[src/rtl/seg7_scan_driver_pkg.sv]
// rtl/seg7_scan_driver_pkg.sv - shared types, segment constants and hex font for the 7-segment scan driver
// Contents:
//   font_t     7-bit active-high a..g pattern, bit 0 = a, bit 6 = g
//   seg_t      8-bit segment bus, bit 7 = decimal point
//   SEG_DP_BIT index of the decimal point in seg_t
//   SEG_NONE   active-high "nothing lit" pattern
//   hex_font() nibble -> standard hex glyph 0-F, active-high gfedcba
package seg7_scan_driver_pkg;

    typedef logic [6:0] font_t;
    typedef logic [7:0] seg_t;

    localparam int   SEG_DP_BIT = 7;
    localparam seg_t SEG_NONE   = 8'h00;

    function automatic font_t hex_font(input logic [3:0] nibble);
        font_t pattern;
        case (nibble)
            4'h0:    pattern = 7'h3F;
            4'h1:    pattern = 7'h06;
            4'h2:    pattern = 7'h5B;
            4'h3:    pattern = 7'h4F;
            4'h4:    pattern = 7'h66;
            4'h5:    pattern = 7'h6D;
            4'h6:    pattern = 7'h7D;
            4'h7:    pattern = 7'h07;
            4'h8:    pattern = 7'h7F;
            4'h9:    pattern = 7'h6F;
            4'hA:    pattern = 7'h77;
            4'hB:    pattern = 7'h7C;
            4'hC:    pattern = 7'h39;
            4'hD:    pattern = 7'h5E;
            4'hE:    pattern = 7'h79;
            default: pattern = 7'h71;
        endcase
        return pattern;
    endfunction

endpackage

[src/rtl/seg7_scan_driver_if.sv]
// rtl/seg7_scan_driver_if.sv - display value/control inputs and segment/digit pin outputs of the scan driver
// Signals:
//   value[4*N_DIG]  hex nibbles, digit 0 = value[3:0]
//   dp[N_DIG]       decimal point per digit, 1 = lit
//   lzb_en          leading-zero blanking enable
//   enable          0 forces all digits off
//   brightness[4]   duty level 0..15 (used only when the driver is built with dimming)
//   segs[8]         segment pins, [7] = dp
//   digs[N_DIG]     digit enable pins
//   frame_strobe    1-cycle pulse at each frame start
// Modports: master = value source / pin observer, slave = the driver.
interface seg7_scan_driver_if #(
    parameter int N_DIG = 4
);
    logic [4*N_DIG-1:0] value;
    logic [N_DIG-1:0]   dp;
    logic               lzb_en;
    logic               enable;
    logic [3:0]         brightness;
    logic [7:0]         segs;
    logic [N_DIG-1:0]   digs;
    logic               frame_strobe;

    modport master (
        output value, dp, lzb_en, enable, brightness,
        input  segs, digs, frame_strobe
    );

    modport slave (
        input  value, dp, lzb_en, enable, brightness,
        output segs, digs, frame_strobe
    );
endinterface

[src/rtl/seg7_hex_decode.sv]
// rtl/seg7_hex_decode.sv - combinational nibble to 7-segment active-high pattern decoder
// Ports:
//   nibble_i   in  4  hex digit
//   pattern_o  out 7  active-high a..g, bit 0 = a
module seg7_hex_decode
    import seg7_scan_driver_pkg::*;
(
    input  logic [3:0] nibble_i,
    output font_t      pattern_o
);

    assign pattern_o = hex_font(nibble_i);

endmodule

[src/rtl/seg7_scan_driver.sv]
// rtl/seg7_scan_driver.sv - multiplexed N-digit 7-segment driver with frame snapshots, LZB, dead time and optional dimming
// Optional feature macro: SEG7_DIMMING_EN (PWM dimming from the brightness input).
// Ports:
//   MASTER_CLK  in  1  system clock
//   RST         in  1  asynchronous reset, active-high
//   bus         slave modport of seg7_scan_driver_if: value/dp/lzb_en/enable/brightness in,
//               segs/digs/frame_strobe out (all outputs registered)
module seg7_scan_driver
    import seg7_scan_driver_pkg::*;
#(
    parameter int N_DIG       = 4,
    parameter int SCAN_DIV    = 50000,
    parameter int BLANK_CYC   = 500,
    parameter bit SEG_ACT_LOW = 1'b1,
    parameter bit DIG_ACT_LOW = 1'b1
) (
    input  logic             MASTER_CLK,
    input  logic             RST,
    seg7_scan_driver_if.slave bus
);

    localparam int CNT_W = $clog2(SCAN_DIV);
    localparam int IDX_W = (N_DIG > 1) ? $clog2(N_DIG) : 1;
    localparam seg_t             SEG_OFF = {8{SEG_ACT_LOW}};
    localparam logic [N_DIG-1:0] DIG_OFF = {N_DIG{DIG_ACT_LOW}};

    logic [CNT_W-1:0]   cnt_q, cnt_d;
    logic [IDX_W-1:0]   idx_q, idx_d;
    logic [4*N_DIG-1:0] snap_value_q, snap_value_d;
    logic [N_DIG-1:0]   snap_dp_q, snap_dp_d;
    logic               snap_lzb_q, snap_lzb_d;
    logic               strobe_q;
    seg_t               segs_q, segs_d;
    logic [N_DIG-1:0]   digs_q, digs_d;

    logic               frame_start;
    logic               cnt_wrap;
    logic               dim_ok;
    logic [3:0]         nibble;
    font_t              font;
    logic               blank;
    logic               active;
    logic [N_DIG-1:0]   dig_hot;
    seg_t               seg_pattern;

    // Slot/digit counters and frame-coherent snapshot. The _d snapshot is used
    // for decoding so the first slot of a frame already shows the new inputs.
    always_comb begin
        frame_start  = (cnt_q == '0) && (idx_q == '0);
        cnt_wrap     = (cnt_q == CNT_W'(SCAN_DIV - 1));
        cnt_d        = cnt_wrap ? '0 : cnt_q + CNT_W'(1);
        idx_d        = idx_q;
        if (cnt_wrap) begin
            idx_d = (idx_q == IDX_W'(N_DIG - 1)) ? '0 : idx_q + IDX_W'(1);
        end
        snap_value_d = frame_start ? bus.value  : snap_value_q;
        snap_dp_d    = frame_start ? bus.dp     : snap_dp_q;
        snap_lzb_d   = frame_start ? bus.lzb_en : snap_lzb_q;
    end

`ifdef SEG7_DIMMING_EN
    // The slot is cut into 16 equal sub-phases; a sub-phase counter avoids a
    // divider on cnt for non-power-of-two SCAN_DIV.
    localparam int SUB_DIV = SCAN_DIV / 16;
    localparam int SUB_W   = (SUB_DIV > 1) ? $clog2(SUB_DIV) : 1;

    logic [SUB_W-1:0] sub_q, sub_d;
    logic [3:0]       phase_q, phase_d;
    logic [3:0]       snap_bright_q, snap_bright_d;

    always_comb begin
        snap_bright_d = frame_start ? bus.brightness : snap_bright_q;
        sub_d         = sub_q;
        phase_d       = phase_q;
        if (cnt_wrap) begin
            sub_d   = '0;
            phase_d = '0;
        end else if (sub_q == SUB_W'(SUB_DIV - 1)) begin
            sub_d   = '0;
            phase_d = phase_q + 4'd1;
        end else begin
            sub_d   = sub_q + SUB_W'(1);
        end
        dim_ok = (phase_q <= snap_bright_d);
    end

    always_ff @(posedge MASTER_CLK or posedge RST) begin
        if (RST) begin
            sub_q         <= '0;
            phase_q       <= '0;
            snap_bright_q <= '0;
        end else begin
            sub_q         <= sub_d;
            phase_q       <= phase_d;
            snap_bright_q <= snap_bright_d;
        end
    end
`else
    logic unused_brightness;
    assign unused_brightness = ^bus.brightness;
    assign dim_ok            = 1'b1;
`endif

    always_comb begin
        nibble = snap_value_d[4*int'(idx_q) +: 4];
    end

    seg7_hex_decode u_hex_decode (
        .nibble_i  (nibble),
        .pattern_o (font)
    );

    // A digit above 0 is blanked when it and every more significant nibble is
    // zero; its decimal point still shows.
    always_comb begin
        blank  = snap_lzb_d && (idx_q != '0)
                 && ((snap_value_d >> (4*int'(idx_q))) == '0);
        active = bus.enable && (int'(cnt_q) >= BLANK_CYC) && dim_ok;
        for (int k = 0; k < N_DIG; k++) begin
            dig_hot[k] = (int'(idx_q) == k);
        end
        seg_pattern = SEG_NONE;
        if (active) begin
            seg_pattern = {snap_dp_d[idx_q], blank ? 7'h00 : font};
        end
        segs_d = seg_pattern ^ SEG_OFF;
        digs_d = (active ? dig_hot : '0) ^ DIG_OFF;
    end

    always_ff @(posedge MASTER_CLK or posedge RST) begin
        if (RST) begin
            cnt_q        <= '0;
            idx_q        <= '0;
            snap_value_q <= '0;
            snap_dp_q    <= '0;
            snap_lzb_q   <= 1'b0;
            strobe_q     <= 1'b0;
            segs_q       <= SEG_OFF;
            digs_q       <= DIG_OFF;
        end else begin
            cnt_q        <= cnt_d;
            idx_q        <= idx_d;
            snap_value_q <= snap_value_d;
            snap_dp_q    <= snap_dp_d;
            snap_lzb_q   <= snap_lzb_d;
            strobe_q     <= frame_start;
            segs_q       <= segs_d;
            digs_q       <= digs_d;
        end
    end

    assign bus.segs         = segs_q;
    assign bus.digs         = digs_q;
    assign bus.frame_strobe = strobe_q;

endmodule

[src/flat_wrapper.sv]
// flat-port wrapper written by rule: the top's interface ports become plain ports
module seg7_scan_driver_flat import seg7_scan_driver_pkg::*;
#(
    parameter int N_DIG       = 4,
    parameter int SCAN_DIV    = 50000,
    parameter int BLANK_CYC   = 500,
    parameter bit SEG_ACT_LOW = 1'b1,
    parameter bit DIG_ACT_LOW = 1'b1
)
  (MASTER_CLK, RST, bus_value, bus_dp, bus_lzb_en, bus_enable, bus_brightness, bus_segs, bus_digs, bus_frame_strobe);
  seg7_scan_driver_if #(.N_DIG(N_DIG)) bus_i ();
  input  logic MASTER_CLK;
  input  logic RST;
  input wire logic [$bits(bus_i.value)-1:0] bus_value;
  input wire logic [$bits(bus_i.dp)-1:0] bus_dp;
  input wire logic [$bits(bus_i.lzb_en)-1:0] bus_lzb_en;
  input wire logic [$bits(bus_i.enable)-1:0] bus_enable;
  input wire logic [$bits(bus_i.brightness)-1:0] bus_brightness;
  output wire logic [$bits(bus_i.segs)-1:0] bus_segs;
  output wire logic [$bits(bus_i.digs)-1:0] bus_digs;
  output wire logic [$bits(bus_i.frame_strobe)-1:0] bus_frame_strobe;
  assign bus_i.value = bus_value;
  assign bus_i.dp = bus_dp;
  assign bus_i.lzb_en = bus_lzb_en;
  assign bus_i.enable = bus_enable;
  assign bus_i.brightness = bus_brightness;
  assign bus_segs = bus_i.segs;
  assign bus_digs = bus_i.digs;
  assign bus_frame_strobe = bus_i.frame_strobe;
  seg7_scan_driver #(.N_DIG(N_DIG), .SCAN_DIV(SCAN_DIV), .BLANK_CYC(BLANK_CYC), .SEG_ACT_LOW(SEG_ACT_LOW), .DIG_ACT_LOW(DIG_ACT_LOW)) u_core (.MASTER_CLK(MASTER_CLK), .RST(RST), .bus(bus_i));
endmodule
[config.mk]
export PLATFORM = sky130hd
export DESIGN_NAME = seg7_scan_driver_flat
export DESIGN_NICKNAME = d
export VERILOG_FILES = /design/src/rtl/seg7_scan_driver_pkg.sv /design/src/rtl/seg7_scan_driver_if.sv /design/src/rtl/seg7_hex_decode.sv /design/src/rtl/seg7_scan_driver.sv /design/src/flat_wrapper.sv
export SDC_FILE = /design/constraint.sdc
export NUM_CORES = 1
export LEC_CHECK = 0
export ABC_AREA = 1
export BUFFER_PORTS_ARGS = -buffer_cell sky130_fd_sc_hd__buf_2
export CAP_MARGIN = 20
export CORE_UTILIZATION = 37
export DETAILED_ROUTE_END_ITERATION = 16
export HOLD_SLACK_MARGIN = 0.15
export PLACE_DENSITY = 0.6
export SETUP_SLACK_MARGIN = 0.15
export SYNTH_ARGS = -nofsm -noshare
export SYNTH_HDL_FRONTEND = slang
export SYNTH_SLANG_ARGS = --single-unit
export TNS_END_PERCENT = 50
[constraint.sdc]
create_clock -name MASTER_CLK -period 3.3 [get_ports MASTER_CLK]
set_clock_uncertainty 0.05 [all_clocks]
set_input_delay 0.66 -clock MASTER_CLK [delete_from_list [all_inputs] [get_ports MASTER_CLK]]
set_output_delay 0.66 -clock MASTER_CLK [all_outputs]
set_load 0.02 [all_outputs]
==> results.sh, run 1 <==
export IMPL_status="complete, no violations"
export IMPL_worstHoldStart="u_core.snap_dp_q[1]$_DFF_PP0_"
export IMPL_clock_fmax_mhz=358
export IMPL_crit_reg2reg_launch="u_core.idx_q[1]$_DFFE_PP0N_"
export IMPL_power_density_nw_per_um2=329
export IMPL_cp_required_ns=3.49
export IMPL_ys_top_cells_by_count="nand2_1, dfrtp_1, inv_1"
export IMPL_synthTopCellsByArea="dfrtp_1, nand2_1, dfstp_2"
export IMPL_synth_seq_cells=52
export IMPL_clock_path_buffers=2
export IMPL_clock_root_buffer="clkbuf_8"
export IMPL_stdcell_count=512
export IMPL_core_um2=7770
export IMPL_grt_max_degree=48
export IMPL_drt_iter0_drc=98
export IMPL_synth_area_per_cell_um2=8.25
export IMPL_place_congestion=0.815
export IMPL_grtUsageTotal=0.162
export IMPL_pre_cts_ws_ns=0.139
export IMPL_netlist_area_um2=2990
export IMPL_r2r_end="u_core.bus.segs[6]$_DFF_PP1_"
export IMPL_max_stage_delay_ns=0.42
export IMPL_fin_crit_ns=2.79
export IMPL_synthDistinctLibCells=36
export IMPL_setup_tns_final_ns=0
export IMPL_crit_chain="clkinv_1 > ha_1 > nand2_1 > inv_1 > nand3_2 > nor2_4 > buf_6 > nand3_1 > nand3_1 > nand3_1 > nand2_1 > inv_1 > ha_1 > nand2_1 > nor2_1 > nand3_1 > nor2_1 > a21oi_4 > nand2_1"
export IMPL_die_area_um2=8460
export IMPL_ant_nets=0
export IMPL_fin_area_um2=3430
export IMPL_antenna_found_initial=0
export IMPL_hold_class="flop to flop"
export IMPL_route_detailed_drc=0
export IMPL_start_util=0.385
export IMPL_whs_endpoint="u_core.snap_dp_q[1]$_DFF_PP0_"
export IMPL_pin_count=41
export IMPL_place_area_um2=3290
export IMPL_maxCapViolations=0
export IMPL_via_count=2405
export IMPL_first_pass_iters=4
export IMPL_dp_hpwl_um=4490
export IMPL_fin_util=0.442
export IMPL_drt_wl_total_um=6130
export IMPL_fin_crit_sh=0.846
export IMPL_ys_seq_area_frac=0.440
export IMPL_setup_slack_ns=0.509
export IMPL_tritoncts="built"
export IMPL_tightest_slew_ns=0.287
export IMPL_fp_dieW_um=92.0
export IMPL_yosysMostFrequentCell="nand2_1"
export IMPL_crit_fanout=15
export IMPL_synthCells=363
export IMPL_syn2layout_area_growth_pct=14.6
export IMPL_async_flop_share=1.00
export IMPL_yosysTopAreaCellShare=0.334
export IMPL_synth_main_ff_cell="dfrtp_1"
export IMPL_hold_viol=0
export IMPL_grt_pass1_wl_um=10800
export IMPL_worst_r2r_cell_count=19
export IMPL_relSlewSlack=0.807
export IMPL_cts_sinks=52
export IMPL_crit_path_start="u_core.idx_q[1]$_DFFE_PP0N_"
export IMPL_ctsHtreeMaxLevel=2
export IMPL_fin_nets=449
export IMPL_arrival_ns=2.98
export IMPL_drive_gt1_frac=0.273
export IMPL_cpLargestDelayFamily="simple AND/OR/NAND/NOR gates"
export IMPL_numCtsBuffers=5
export IMPL_path_buf_inv=4
export IMPL_crit_path_start_kind="flop"
export IMPL_num_antenna_cells=0
export IMPL_p_leak_uw=0.00171
export IMPL_clkLatencyLatePin_ns=0.31
export IMPL_die_height_um=92.0
export IMPL_avgRoutedWirePerCell_um=12.0
export IMPL_portBuffers=36
export IMPL_synth_edf_count=0
export IMPL_postSynthNetCount=403
export IMPL_rsz0062_at_grt="false"
export IMPL_path_clk_slew_ns=0.10
export IMPL_crit_path_end_kind="flop"
export IMPL_vias_per_cell=4.70
export IMPL_crit_type="flop to flop"
export IMPL_slowest_stage="dfrtp_2"
export IMPL_vdd_ir_drop_max_v=0.000163
export IMPL_rows=32
export IMPL_maxSlewViolCount=0
export IMPL_grt_overflow=0
export IMPL_synth_warnings=0
export IMPL_worstHoldPathCells=2
export IMPL_grt_pass1_vias=2362
export IMPL_regToRegSetupSlack_ns=0.51
export IMPL_setup_violations=0
export IMPL_place_inst=501
export IMPL_yosysTopAreaCell="dfrtp_1"
[stage by stage]
| step | total power [uW] | hold slack [ns] |
|---|---|---|
| 2_1_floorplan | 731 | 0.388 |
| 5_1_grt | 1190 | 0.447 |
| 4_1_cts | 1150 | 0.435 |
| 3_5_place_dp | 763 | 0.409 |
| 3_3_place_gp | 762 | 0.408 |
| 6_report | 1130 | 0.432 |
[state kept, by name (all words and copies together) (netlist names)]
register,count
u_core.bus.frame_strobe,1
u_core.cnt_q,16
u_core.snap_lzb_q,1
u_core.snap_value_q,16
u_core.snap_dp_q,4
u_core.idx_q,2
u_core.bus.digs,4
u_core.bus.segs,8
[repair_timing]
action                                  4_1_cts  5_1_grt
endpoints found under the setup margin        7        7
hold buffers                                  0        1
buffers inserted                              0        1
gates cloned                                  0        0
endpoints found under the hold margin         0        3
gates resized for setup                       1        2
[cell type report]
cell class	instances	area (um2)
fillers	816	4340
multi-input cells	261	1460
flip-flops and latches	52	1320
repair buffers	45	267
inverters	44	169
well taps	102	128
clock buffers	5	68.8
clock inverters	3	22.5
[worst max-delay path by stage]
stage,to,cells after the start
final,u_core.bus.segs[6]$_DFF_PP1_,19
after global routing,u_core.bus.segs[6]$_DFF_PP1_,19
after CTS,u_core.bus.segs[6]$_DFF_PP1_,20
after detailed placement,u_core.bus.segs[0]$_DFF_PP1_,20
after global placement,u_core.bus.segs[6]$_DFF_PP1_,20
after floorplan,u_core.bus.segs[2]$_DFF_PP1_,21
[logic make-up after synthesis]
kind of cell | synth area share
AO/OA/AOI/OAI | 0.0506
XOR/XNOR | 0.00585
adder cells (fa/ha/maj) | 0.0501
buffers and inverters | 0.0761
flip-flops | 0.440
AND/OR/NAND/NOR | 0.378
[power breakdown]
group          internal, uW  switching (uW)
logic                  38.4            59.4
registers               650            5.11
clock network           153             223
total                   841             288
[worst reg2reg max path, stage by stage, from the launching register on]
cell and delay (ns):
dfrtp_2 0.42, clkinv_1 0.06, ha_1 0.20, nand2_1 0.06
inv_1 0.07, nand3_2 0.08, nor2_4 0.17, buf_6 0.21
nand3_1 0.14, nand3_1 0.13, nand3_1 0.08, nand2_1 0.14
inv_1 0.13, ha_1 0.21, nand2_1 0.07, nor2_1 0.04
nand3_1 0.08, nor2_1 0.07, a21oi_4 0.23, nand2_1 0.08
[placed cells by master (no fill, tap or decap), types with 2 or more instances in the layout]
| cell type | synthesis | final |
|---|---|---|
| clkbuf_8 | 0 | 5 |
| clkinv_2 | 1 | 2 |
| nor2_1 | 36 | 36 |
| ha_1 | 12 | 12 |
| nor3_1 | 5 | 5 |
| buf_4 | 0 | 6 |
| nand2_1 | 93 | 93 |
| o21a_1 | 3 | 3 |
| nand4_1 | 2 | 2 |
| nand2_2 | 12 | 12 |
| inv_1 | 39 | 38 |
| and2_1 | 3 | 3 |
| nand3_2 | 17 | 17 |
| nand3_1 | 37 | 37 |
| a21oi_1 | 9 | 9 |
| inv_2 | 1 | 2 |
| dfrtp_1 | 40 | 39 |
| clkinv_1 | 2 | 2 |
| nor2_4 | 2 | 2 |
| nand3b_1 | 2 | 2 |
| nor2_2 | 3 | 3 |
| o21ai_0 | 7 | 7 |
| buf_2 | 2 | 36 |
| nand2_4 | 8 | 7 |
| dfstp_2 | 12 | 12 |
[layer usage]
metal	vias up	GRT usage	part of all wire
li1	1238	-	-
met3	4	0.0307	0.029
met1	1127	0.204	0.46
met5	-	0	0
met4	0	0.0391	0.0078
met2	36	0.285	0.50
No activity file was read; power rests on OpenSTA's default activity.
==> run 2, diff against run 1 <==
--- a/config.mk
+++ b/config.mk
@@ -11,7 +11,7 @@
 export CORE_UTILIZATION = 37
 export DETAILED_ROUTE_END_ITERATION = 16
 export HOLD_SLACK_MARGIN = 0.15
-export PLACE_DENSITY = 0.6
+export PLACE_DENSITY = 0.62
 export SETUP_SLACK_MARGIN = 0.15
 export SYNTH_ARGS = -nofsm -noshare
 export SYNTH_HDL_FRONTEND = slang
==> constraint.sdc (replaced) <==
create_clock -name MASTER_CLK -period 2.5 [get_ports MASTER_CLK]
set_clock_uncertainty 0.05 [all_clocks]
set_input_delay 0.5 -clock MASTER_CLK [delete_from_list [all_inputs] [get_ports MASTER_CLK]]
set_output_delay 0.5 -clock MASTER_CLK [all_outputs]
set_load 0.02 [all_outputs]
==> run 2 against run 1 <==
Maximum frequency rose by 15%. Register-to-register slack got worse by 0.45 ns. Combinational power is 55% higher. Clock-buffer cell count up 3. First-iteration DRC count down 4.1%. Hold slack got worse by 0.12 ns. Wire length up 9.2%. Core utilization rose by 6.4 points. Power up 37%. Critical path depth is 1 higher. Sequential share of layout area is 4.9 points lower. Flip-flop and latch count did not move.
==> results.sh, run 2 (synthesis gave the netlist of run 1 again) <==
export IMPL_regArea_um2=1320
export IMPL_relSlewSlack=0.551
export IMPL_setup_tns_final_ns=0
export IMPL_slowest_stage="dfrtp_2"
export IMPL_cp_required_ns=2.68
export IMPL_max_stage_delay_ns=0.43
export IMPL_crit_chain="inv_4 > ha_4 > nand2_2 > inv_2 > nand3_2 > nor2_4 > buf_12 > buf_12 > nand3_2 > nand2_2 > nand2_1 > nand3_2 > nand2_4 > buf_4 > buf_4 > ha_2 > nor2_1 > nor2_1 > nor2_1 > nand2_1"
export IMPL_rsz0062_at_grt="true"
export IMPL_die_height_um=92.0
export IMPL_num_antenna_cells=0
export IMPL_final_cell_mix="nand2_1, dfrtp_1, buf_2, inv_1, buf_4"
export IMPL_syn2layout_area_growth_pct=31.3
export IMPL_final_fill_count=739
export IMPL_antenna_found_initial=0
export IMPL_route_detailed_drc=0
export IMPL_setup_slack_ns=0.0628
export IMPL_grt_pass1_vias=2507
export IMPL_start_util=0.385
export IMPL_grt_max_degree=53
export IMPL_maxSlewViolCount=0
export IMPL_fin_crit_ns=2.44
export IMPL_crit_path_start_kind="flop"
export IMPL_multiInputGateArea_um2=1660
export IMPL_portBuffers=36
export IMPL_clock_fmax_mhz=410
export IMPL_arrival_ns=2.62
export IMPL_crit_path_end_kind="flop"
export IMPL_drt_iter0_drc=94
export IMPL_ctsHtreeMaxLevel=2
export IMPL_ant_nets=0
export IMPL_numCtsBuffers=5
export IMPL_clock_path_buffers=2
export IMPL_total_power_uw=1540
export IMPL_tightest_slew_ns=0.674
export IMPL_dp_hpwl_um=4560
export IMPL_pin_count=41
export IMPL_place_congestion=0.837
export IMPL_cts_sinks=52
export IMPL_avgRoutedWirePerCell_um=12.3
export IMPL_path_clk_slew_ns=0.09
export IMPL_pre_cts_ws_ns=-0.0279
export IMPL_drt_wl_total_um=6690
export IMPL_fp_dieW_um=92.0
export IMPL_power_density_nw_per_um2=393
export IMPL_die_area_um2=8460
export IMPL_crit_type="flop to flop"
export IMPL_clkLatencyLatePin_ns=0.31
export IMPL_rows=32
export IMPL_hold_viol=0
export IMPL_crit_fanout=7
export IMPL_fin_nets=481
export IMPL_vias_per_cell=4.63
export IMPL_final_common_cell="nand2_1"
export IMPL_hold_buffers=0
export IMPL_drive_gt1_frac=0.405
export IMPL_grtUsageTotal=0.170
export IMPL_place_area_um2=3470
export IMPL_setup_violations=0
export IMPL_grt_overflow=0
export IMPL_core_um2=7770
export IMPL_grt_pass1_wl_um=11300
export IMPL_first_pass_iters=4
export IMPL_p_leak_uw=0.00192
export IMPL_via_count=2520
export IMPL_clock_root_buffer="clkbuf_8"
export IMPL_vdd_ir_drop_max_v=0.000214
export IMPL_maxCapViolations=0
export IMPL_tritoncts="built"
export IMPL_fin_area_um2=3930
export IMPL_fin_crit_sh=0.975
export IMPL_status="complete, no violations"
export IMPL_hold_class="input pin to asynchronous set/reset pin"
run 2: changes by cell type in the layout (fill, tap and decap cells not counted), moves of 4 or more:
| cell | before | now |
|---|---|---|
| nand2_2 | 12 | 16 |
| inv_1 | 38 | 34 |
| buf_12 | 1 | 5 |
| nand3_1 | 37 | 24 |
| nand2_4 | 7 | 15 |
| buf_4 | 6 | 34 |
| nand2_1 | 93 | 82 |
| nand3_2 | 17 | 27 |
run 2: layout make-up:
cell class / count / area share
timing repair buffer: 76 / 0.140
multi-input combinational: 262 / 0.421
sequential: 52 / 0.335
inverter: 44 / 0.0455
tap: 102 / 0.0325
clock buffer: 8 / 0.0255
run 2: critical path, delay by kind of cell (launching register included):
kind          cells  cell delay (ns)
fa+ha+maj         2             0.30
flops             1             0.43
buf+inv           6             0.63
simple gates     12             0.93
run 2: worst paths after layout:
path / start / cells past startpoint / endpoint / slack (ns)
hold reg to reg: u_core.snap_dp_q[1]$_DFF_PP0_ / 2 / u_core.snap_dp_q[1]$_DFF_PP0_ / 0.43
min in group MASTER_CLK: bus_dp[2] / 3 / u_core.snap_dp_q[2]$_DFF_PP0_ / 0.36
setup reg to reg: u_core.idx_q[0]$_DFFE_PP0N_ / 20 / u_core.bus.segs[0]$_DFF_PP1_ / 0.06
max in group asynchronous: RST / 3 / u_core.idx_q[0]$_DFFE_PP0N_ / 1.61
setup / recovery: u_core.idx_q[0]$_DFFE_PP0N_ / 20 / u_core.bus.segs[0]$_DFF_PP1_ / 0.06
hold / removal: RST / 3 / u_core.snap_dp_q[1]$_DFF_PP0_ / 0.31
run 2: what timing repair did:
item                       4_1_cts  5_1_grt
cloned                           1        0
setup endpoints to repair        7        8
buffers inserted                18        5
pin swaps                       16       22
resized for setup               13       20
run 2: layer usage:
layer,global-route usage,wire length (um),vias to the layer above
met4,0.0560,92,0
met2,0.294,3390,34
li1,-,-,1314
met5,0,0,-
met3,0.0216,176,8
met1,0.220,3030,1164
run 2: metrics by stage:
stage               std cells  hold WS [ns]   util
finish                    544         0.312  0.506
detailed placement        512         0.413  0.447
CTS                       539         0.338  0.492
global route              544         0.371  0.506
floorplan                 363         0.388      -
global placement          512         0.407  0.447
run 2: report_power, final:
| part | internal (uW) | switching (uW) |
|---|---|---|
| sequential | 859 | 8.66 |
| combinational | 63.2 | 88.4 |
| clock | 253 | 271 |
